--- config.mk ---
export PLATFORM = sky130hd
export DESIGN_NAME = adpll_lock_supervisor_flat
export DESIGN_NICKNAME = d
export VERILOG_FILES = /design/src/rtl/adpll_lock_supervisor_if.sv /design/src/rtl/adpll_lock_supervisor.sv /design/src/flat_wrapper.sv
export SDC_FILE = /design/constraint.sdc
export NUM_CORES = 1
export LEC_CHECK = 0
export BUFFER_PORTS_ARGS = -buffer_cell sky130_fd_sc_hd__buf_2
export CELL_PAD_IN_SITES_DETAIL_PLACEMENT = 1
export CELL_PAD_IN_SITES_GLOBAL_PLACEMENT = 1
export CORE_MARGIN = 4
export CORE_UTILIZATION = 30
export CTS_CLUSTER_SIZE = 12
export DETAILED_ROUTE_END_ITERATION = 8
export PLACE_DENSITY = 0.58
export SLEW_MARGIN = 20
export SYNTH_ARGS = -nofsm -noshare
export SYNTH_HDL_FRONTEND = slang
export SYNTH_SLANG_ARGS = --single-unit
--- constraint.sdc ---
create_clock -name REF_CLK -period 2.2 [get_ports REF_CLK]
set_input_delay 0.22 -clock REF_CLK [delete_from_list [all_inputs] [get_ports REF_CLK]]
set_output_delay 0.22 -clock REF_CLK [all_outputs]
set_load 0.05 [all_outputs]
--- src/rtl/adpll_lock_supervisor_if.sv ---
// Signal bundle between the ADPLL-side stimulus (M/LOCK/POLARITY/CLR_STICKY) and the lock supervisor.
// The supervisor uses the slave view; whatever drives the ADPLL flags uses the master view.
interface adpll_lock_supervisor_if;
  logic [2:0] M;
  logic       LOCK;
  logic       POLARITY;
  logic       CLR_STICKY;
  logic       PLL_RST;
  logic       LOCK_OK;
  logic       LOSS_STICKY;
  logic [3:0] RELOCK_CNT;
  logic [2:0] STATE;

  modport master (
    output M, LOCK, POLARITY, CLR_STICKY,
    input  PLL_RST, LOCK_OK, LOSS_STICKY, RELOCK_CNT, STATE
  );

  modport slave (
    input  M, LOCK, POLARITY, CLR_STICKY,
    output PLL_RST, LOCK_OK, LOSS_STICKY, RELOCK_CNT, STATE
  );
endinterface

--- src/rtl/adpll_lock_supervisor.sv ---
// Qualifies raw ADPLL LOCK/POLARITY into a debounced LOCK_OK, detects loss of lock or frequency
// drift, and pulses PLL_RST to force re-acquisition. Multiplier changes restart acquisition.
module adpll_lock_supervisor #(
  parameter int unsigned QUAL_CYC    = 16,
  parameter int unsigned ACQ_TIMEOUT = 256,
  parameter int unsigned DRIFT_CYC   = 32,
  parameter int unsigned RST_HOLD    = 4
) (
  input  logic                    REF_CLK,
  input  logic                    RESET,
  adpll_lock_supervisor_if.slave  bus
);

  localparam int unsigned ACQ_W   = (ACQ_TIMEOUT > 1) ? $clog2(ACQ_TIMEOUT) : 1;
  localparam int unsigned QUAL_W  = (QUAL_CYC    > 1) ? $clog2(QUAL_CYC)    : 1;
  localparam int unsigned DRIFT_W = (DRIFT_CYC   > 1) ? $clog2(DRIFT_CYC)   : 1;
  localparam int unsigned HOLD_W  = (RST_HOLD    > 1) ? $clog2(RST_HOLD)    : 1;

  localparam logic [ACQ_W-1:0]   ACQ_LAST   = ACQ_W'(ACQ_TIMEOUT - 1);
  localparam logic [QUAL_W-1:0]  QUAL_LAST  = QUAL_W'(QUAL_CYC - 1);
  localparam logic [DRIFT_W-1:0] DRIFT_LAST = DRIFT_W'(DRIFT_CYC - 1);
  localparam logic [HOLD_W-1:0]  HOLD_LAST  = HOLD_W'(RST_HOLD - 1);

  typedef enum logic [2:0] {
    IDLE    = 3'd0,
    ACQUIRE = 3'd1,
    QUALIFY = 3'd2,
    LOCKED  = 3'd3,
    LOST    = 3'd4,
    RELOCK  = 3'd5
  } state_e;

  state_e             state_q, state_d;
  logic               lock_q;
  logic               pol_q, pol_prev_q;
  logic [2:0]         m_q, m_prev_q;
  logic [ACQ_W-1:0]   acq_cnt_q, acq_cnt_d;
  logic [QUAL_W-1:0]  qual_cnt_q, qual_cnt_d;
  logic [DRIFT_W-1:0] drift_cnt_q, drift_cnt_d;
  logic [HOLD_W-1:0]  hold_cnt_q, hold_cnt_d;
  logic               sticky_q, sticky_d;
  logic [3:0]         relock_cnt_q, relock_cnt_d;
  logic               lock_ok_q, pll_rst_q;
  logic               m_chg, pol_tgl, restart, sticky_set;

  assign m_chg   = (m_q != m_prev_q);
  assign pol_tgl = (pol_q != pol_prev_q);

  always_comb begin
    state_d      = state_q;
    acq_cnt_d    = acq_cnt_q;
    qual_cnt_d   = qual_cnt_q;
    drift_cnt_d  = drift_cnt_q;
    hold_cnt_d   = hold_cnt_q;
    relock_cnt_d = relock_cnt_q;
    restart      = 1'b0;
    sticky_set   = 1'b0;

    // A multiplier change pre-empts every other transition outside IDLE/RELOCK.
    if (m_chg && (state_q inside {ACQUIRE, QUALIFY, LOCKED, LOST})) begin
      state_d = ACQUIRE;
      restart = 1'b1;
    end else begin
      case (state_q)
        IDLE: state_d = ACQUIRE;
        ACQUIRE: begin
          if (lock_q)                     state_d = QUALIFY;
          else if (acq_cnt_q == ACQ_LAST) state_d = RELOCK;
          else                            acq_cnt_d = acq_cnt_q + 1'b1;
        end
        QUALIFY: begin
          if (!lock_q)                     state_d = ACQUIRE;
          else if (qual_cnt_q == QUAL_LAST) state_d = LOCKED;
          else                             qual_cnt_d = qual_cnt_q + 1'b1;
        end
        LOCKED: begin
          if (!lock_q)                        state_d = LOST;
          else if (pol_tgl)                   drift_cnt_d = '0;
          else if (drift_cnt_q == DRIFT_LAST) state_d = LOST;
          else                                drift_cnt_d = drift_cnt_q + 1'b1;
        end
        LOST: state_d = RELOCK;
        RELOCK: begin
          if (hold_cnt_q == HOLD_LAST) state_d = ACQUIRE;
          else                         hold_cnt_d = hold_cnt_q + 1'b1;
        end
        default: state_d = IDLE;
      endcase
    end

    // Entry actions are keyed on the destination so every path into a state behaves alike.
    if ((state_d != state_q) || restart) begin
      case (state_d)
        ACQUIRE: acq_cnt_d   = '0;
        QUALIFY: qual_cnt_d  = '0;
        LOCKED:  drift_cnt_d = '0;
        LOST:    sticky_set  = 1'b1;
        RELOCK: begin
          hold_cnt_d = '0;
          if (relock_cnt_q != 4'hF) relock_cnt_d = relock_cnt_q + 4'd1;
        end
        default: ;
      endcase
    end

    if (sticky_set)          sticky_d = 1'b1;
    else if (bus.CLR_STICKY) sticky_d = 1'b0;
    else                     sticky_d = sticky_q;
  end

  always_ff @(posedge REF_CLK) begin
    if (RESET) begin
      state_q      <= IDLE;
      lock_q       <= 1'b0;
      pol_q        <= 1'b0;
      pol_prev_q   <= 1'b0;
      m_q          <= '0;
      m_prev_q     <= '0;
      acq_cnt_q    <= '0;
      qual_cnt_q   <= '0;
      drift_cnt_q  <= '0;
      hold_cnt_q   <= '0;
      sticky_q     <= 1'b0;
      relock_cnt_q <= '0;
      lock_ok_q    <= 1'b0;
      pll_rst_q    <= 1'b0;
    end else begin
      state_q      <= state_d;
      lock_q       <= bus.LOCK;
      pol_q        <= bus.POLARITY;
      pol_prev_q   <= pol_q;
      m_q          <= bus.M;
      m_prev_q     <= m_q;
      acq_cnt_q    <= acq_cnt_d;
      qual_cnt_q   <= qual_cnt_d;
      drift_cnt_q  <= drift_cnt_d;
      hold_cnt_q   <= hold_cnt_d;
      sticky_q     <= sticky_d;
      relock_cnt_q <= relock_cnt_d;
      lock_ok_q    <= (state_d == LOCKED);
      pll_rst_q    <= (state_d == RELOCK);
    end
  end

  assign bus.STATE       = state_q;
  assign bus.LOCK_OK     = lock_ok_q;
  assign bus.PLL_RST     = pll_rst_q;
  assign bus.LOSS_STICKY = sticky_q;
  assign bus.RELOCK_CNT  = relock_cnt_q;

endmodule

--- src/flat_wrapper.sv ---
// flat-port wrapper written by rule: the top's interface ports become plain ports
module adpll_lock_supervisor_flat 
#(
  parameter int unsigned QUAL_CYC    = 16,
  parameter int unsigned ACQ_TIMEOUT = 256,
  parameter int unsigned DRIFT_CYC   = 32,
  parameter int unsigned RST_HOLD    = 4
)
  (REF_CLK, RESET, bus_M, bus_LOCK, bus_POLARITY, bus_CLR_STICKY, bus_PLL_RST, bus_LOCK_OK, bus_LOSS_STICKY, bus_RELOCK_CNT, bus_STATE);
  adpll_lock_supervisor_if bus_i ();
  input  logic REF_CLK;
  input  logic RESET;
  input wire logic [$bits(bus_i.M)-1:0] bus_M;
  input wire logic [$bits(bus_i.LOCK)-1:0] bus_LOCK;
  input wire logic [$bits(bus_i.POLARITY)-1:0] bus_POLARITY;
  input wire logic [$bits(bus_i.CLR_STICKY)-1:0] bus_CLR_STICKY;
  output wire logic [$bits(bus_i.PLL_RST)-1:0] bus_PLL_RST;
  output wire logic [$bits(bus_i.LOCK_OK)-1:0] bus_LOCK_OK;
  output wire logic [$bits(bus_i.LOSS_STICKY)-1:0] bus_LOSS_STICKY;
  output wire logic [$bits(bus_i.RELOCK_CNT)-1:0] bus_RELOCK_CNT;
  output wire logic [$bits(bus_i.STATE)-1:0] bus_STATE;
  assign bus_i.M = bus_M;
  assign bus_i.LOCK = bus_LOCK;
  assign bus_i.POLARITY = bus_POLARITY;
  assign bus_i.CLR_STICKY = bus_CLR_STICKY;
  assign bus_PLL_RST = bus_i.PLL_RST;
  assign bus_LOCK_OK = bus_i.LOCK_OK;
  assign bus_LOSS_STICKY = bus_i.LOSS_STICKY;
  assign bus_RELOCK_CNT = bus_i.RELOCK_CNT;
  assign bus_STATE = bus_i.STATE;
  adpll_lock_supervisor #(.QUAL_CYC(QUAL_CYC), .ACQ_TIMEOUT(ACQ_TIMEOUT), .DRIFT_CYC(DRIFT_CYC), .RST_HOLD(RST_HOLD)) u_core (.REF_CLK(REF_CLK), .RESET(RESET), .bus(bus_i));
endmodule
==> impl_summary.txt <==
----------------------------------------------------
[Placement]
  Routability Congestion ... just under 0.8
  DP Cell Count ... ~320
  Dpl hpwl ... ~3400 µm
  Total of buffers placed on input and output ports ... 17
  Post-Place Setup Slack ... -0.0512 ns

[Timing]
  Worst clock skew ... approximately 0.006 ns
  Slew Limit Headroom ... 0.606
  Hold slack ... between 0.1 and 0.15 ns
  RSZ-0062 raised after global routing ... yes
  Slew Viols, Final ... 0
  Number of hold violations in the final report ... 0
  Maximum frequency from static timing analysis ... 452 MHz
  Min Tclk post-route ... around 2.2 ns
  Share of the cycle needed by the critical path after routing ... 1.01
  Post-layout worst setup margin ... -0.0136 ns
  Total of endpoints with negative setup slack in the final report ... 3
  Slew @ Worst Pin ... approximately 0.59 ns

[Yosys]
  Post-synthesis area per instance ... approximately 9.0 µm²
  Leading area contributor after synthesis ... dfxtp_1
  Cell count after synthesis ... 202
  Post-synth design cell area ... approximately 1800 µm²
  Largest cells by area after synthesis ... dfxtp_1 (42%), nor2_1 (5.4%), nor2b_1 (4.5%), nand3_1 (3.0%), ha_1 (2.8%)
  Total of warnings raised by yosys ... 0
  Synth cell types ... 45
  Sequential fraction of the synthesis area ... 0.420
  Mapped Nets ... between 200 and 250
  Synth top area share ... 0.420
  Synthesis-stage register bit count ... 38

[Die]
  Number of rows created at floorplan ... 28
  I/O pin cnt ... 18
  Horiz. Die Dim ... approximately 86 µm
  Starting density of the core ... 0.308
  Area enclosed by the die boundary ... ~7400 µm²
  Die Span Y ... around 86 µm
  Core Box Area ... between 5000 and 6000 µm²

[Detailed routing]
  Number of iterations in the first detailed-routing pass ... 4
  Residual DRC ... 0
  Number of nets still failing antenna checks after routing ... 0
  Detailed-route via count ... between 1,500 and 2,000
  Post-DR wirelength/cell ... 14.5 µm
  Initial DRC Count ... 64
  Routed vias/inst ... 5.03
  Final wirelength ... approximately 4800 µm

[Setup path]
  Startpoint of the most critical register-to-register path ... u_core.acq_cnt_q[0]
  Crit start category ... register
  Arrival time at the worst endpoint ... around 2.4 ns
  Capture point of the worst reg-to-reg path ... u_core.drift_cnt_q[1]
  Critical path required time ... 2.42 ns
  Critical path capture point type ... register
  Length in cells of the worst reg-to-reg path ... 9
  Destination of the critical timing path ... u_core.drift_cnt_q[1]
  Max Fanout on Critical Path ... 5
  FF-to-FF setup slack ... -0.01 ns
  Startpoint of the worst setup timing path ... u_core.acq_cnt_q[0]
  Type of the worst setup path ... register to register

[Run]
  Max-cap violations ... 0

[CTS]
  Cell at the root of the clock tree ... clkbuf_8
  Number of sinks on the clock net ... 38
  Total of hold buffers inserted after clock tree synthesis ... 0
  Insertion delay to the later sink of the worst-skew pair ... around 0.29 ns
  Inserted Clock Buffers ... 5
  Clock-pin slew on the worst setup and hold paths ... ~0.08 ns
  Level count of the clock H-tree ... 2
  CTS tree ... built
  Clock buffer depth ... 2

[Global route]
  Global-route total usage across every layer ... 0.142
  Remaining global-route overflow ... 0
  Wire length of the first global-routing pass ... roughly 8400 µm
  Pin count of the biggest net entering global routing ... 27
  Initial antenna violation count ... 0
  Vias in the first global route ... 1,751

[Final layout]
  Final design utilization ... 0.420
  Nets ... about 270
  Layout overhead on the synthesized area ... 36.5%
  Final cell count without fillers ... 330
  Diodes inserted ... 0
  Share of cells above drive strength 1 ... 0.373

[Run status]
  Status ... finished with violations
  Violated checks ... setup timing

[Power]
  Leakage power figure ... 0.951 nW
  Peak VDD IR ... between 0.2 and 0.3 mV
  Total Power ... around 1.6 mW
  Power Density ... 649 nW/µm²

[Min path]
  Min-Delay Path Class ... input pin to register

----------------------------------------------------
metrics by stage:
| stage | area (µm²) | TNS, ns |
|---|---|---|
| after floorplan | 1820 | 0 |
| after global placement | 2170 | -0.0162 |
| after detailed placement | 2170 | -0.355 |
| after CTS | 2380 | -0.0558 |
| after global routing | 2470 | -0.519 |
| final | 2470 | -0.0196 |
cell families after synthesis:
family	synth area share
AND/OR/NAND/NOR	0.302
AO/OA/AOI/OAI	0.153
flip-flops	0.420
XOR/XNOR	0.0524
buffers and inverters	0.0290
adder cells (fa/ha/maj)	0.0276
multiplexers	0.0166
final cells by class:
| cell class | instances | area (µm²) |
|---|---|---|
| well taps | 75 | 93.8 |
| clock buffers | 6 | 82.6 |
| flip-flops and latches | 38 | 769 |
| clock inverters | 2 | 60.1 |
| multi-input cells | 154 | 1110 |
| fillers | 710 | 3410 |
| inverters | 4 | 15.0 |
| repair buffers | 51 | 340 |
metal layers:
| layer | up-vias | share of wire | wire length, µm | global-route usage |
|---|---|---|---|---|
| li1 | 834 | - | - | - |
| met1 | 799 | 0.48 | 2280 | 0.185 |
| met2 | 22 | 0.48 | 2330 | 0.231 |
| met3 | 6 | 0.027 | 128 | 0.0317 |
| met4 | 0 | 0.013 | 63 | 0.0518 |
| met5 | - | 0 | 0 | 0 |
worst min path at each step:
stage                     depth (start not counted)  slack [ns]    startpoint       endpoint
after floorplan                                   1        0.35      bus_LOCK  u_core.lock_q
after global placement                            2        0.43      bus_LOCK  u_core.lock_q
after detailed placement                          2        0.44  bus_POLARITY   u_core.pol_q
after CTS                                         2        0.13  bus_POLARITY   u_core.pol_q
after global routing                              2        0.15      bus_M[2]  u_core.m_q[2]
final                                             2        0.14  bus_POLARITY   u_core.pol_q
worst max-delay path, cell delays in order (launching register included):
cell	delay (ns)
dfxtp_2	0.34
ha_4	0.15
and3_4	0.13
and3_4	0.17
a221o_2	0.39
and4b_1	0.27
a211oi_2	0.05
buf_4	0.17
a221o_1	0.36
a21oi_2	0.11
cells in the final DEF, fill, tap and decap left out, drive strengths merged, types with 3 or more instances in the layout:
cell type  count
buf           51
dfxtp         38
nor2          26
nor2b         13
nand2         12
nand3         11
a21oi         10
nand4          8
o21ai          7
clkbuf         6
nor3           6
xor2           6
a211oi         6
a31oi          5
xnor2          4
inv            4
and3           4
ha             4
mux2i          3
nand2b         3
and2           3
a221o          3
cells in the mapped netlist, drive strengths merged:
cell type	instances
and3	4
a221o	3
xor2	6
a2111oi	1
a31o	2
nor3b	2
nor2	26
a21oi	10
buf	3
mux2i	3
a31oi	5
a211oi	6
nor2b	13
and4b	2
nand3	11
or2b	2
nand2	12
xnor2	4
a41oi	1
inv	4
nor4b	2
a221oi	1
clkbuf	3
o32a	1
nand4	8
or2	1
dfxtp	38
nand2b	3
ha	4
o21a	1
nand4b	1
nor3	6
nor4	1
and2	3
or3	2
o21ai	7
sequential cells by signal, summed over array words and instances, names as in the netlist:
register	cells
u_core.lock_q	1
u_core.hold_cnt_q	2
u_core.m_prev_q	3
u_core.bus.LOCK_OK	1
u_core.bus.STATE	3
u_core.acq_cnt_q	8
u_core.drift_cnt_q	5
u_core.bus.RELOCK_CNT	4
u_core.qual_cnt_q	4
u_core.pol_prev_q	1
u_core.bus.PLL_RST	1
u_core.bus.LOSS_STICKY	1
u_core.m_q	3
u_core.pol_q	1
what timing repair did:
action / CTS / global route
gates cloned: 1 / 0
gates resized for setup: 13 / 15
endpoints found under the setup margin: 12 / 22
hold endpoints to repair: 0 / 0
pin swaps: 6 / 8
setup buffers: 2 / 4
where the power goes:
group | total, mW | internal, mW | switching [mW]
Clock | 0.738 | 0.484 | 0.254
Sequential | 0.708 | 0.699 | 0.00958
Combinational | 0.160 | 0.0680 | 0.0922
Total | 1.61 | 1.25 | 0.356
Note: power is estimated with default switching activity, not from simulation.
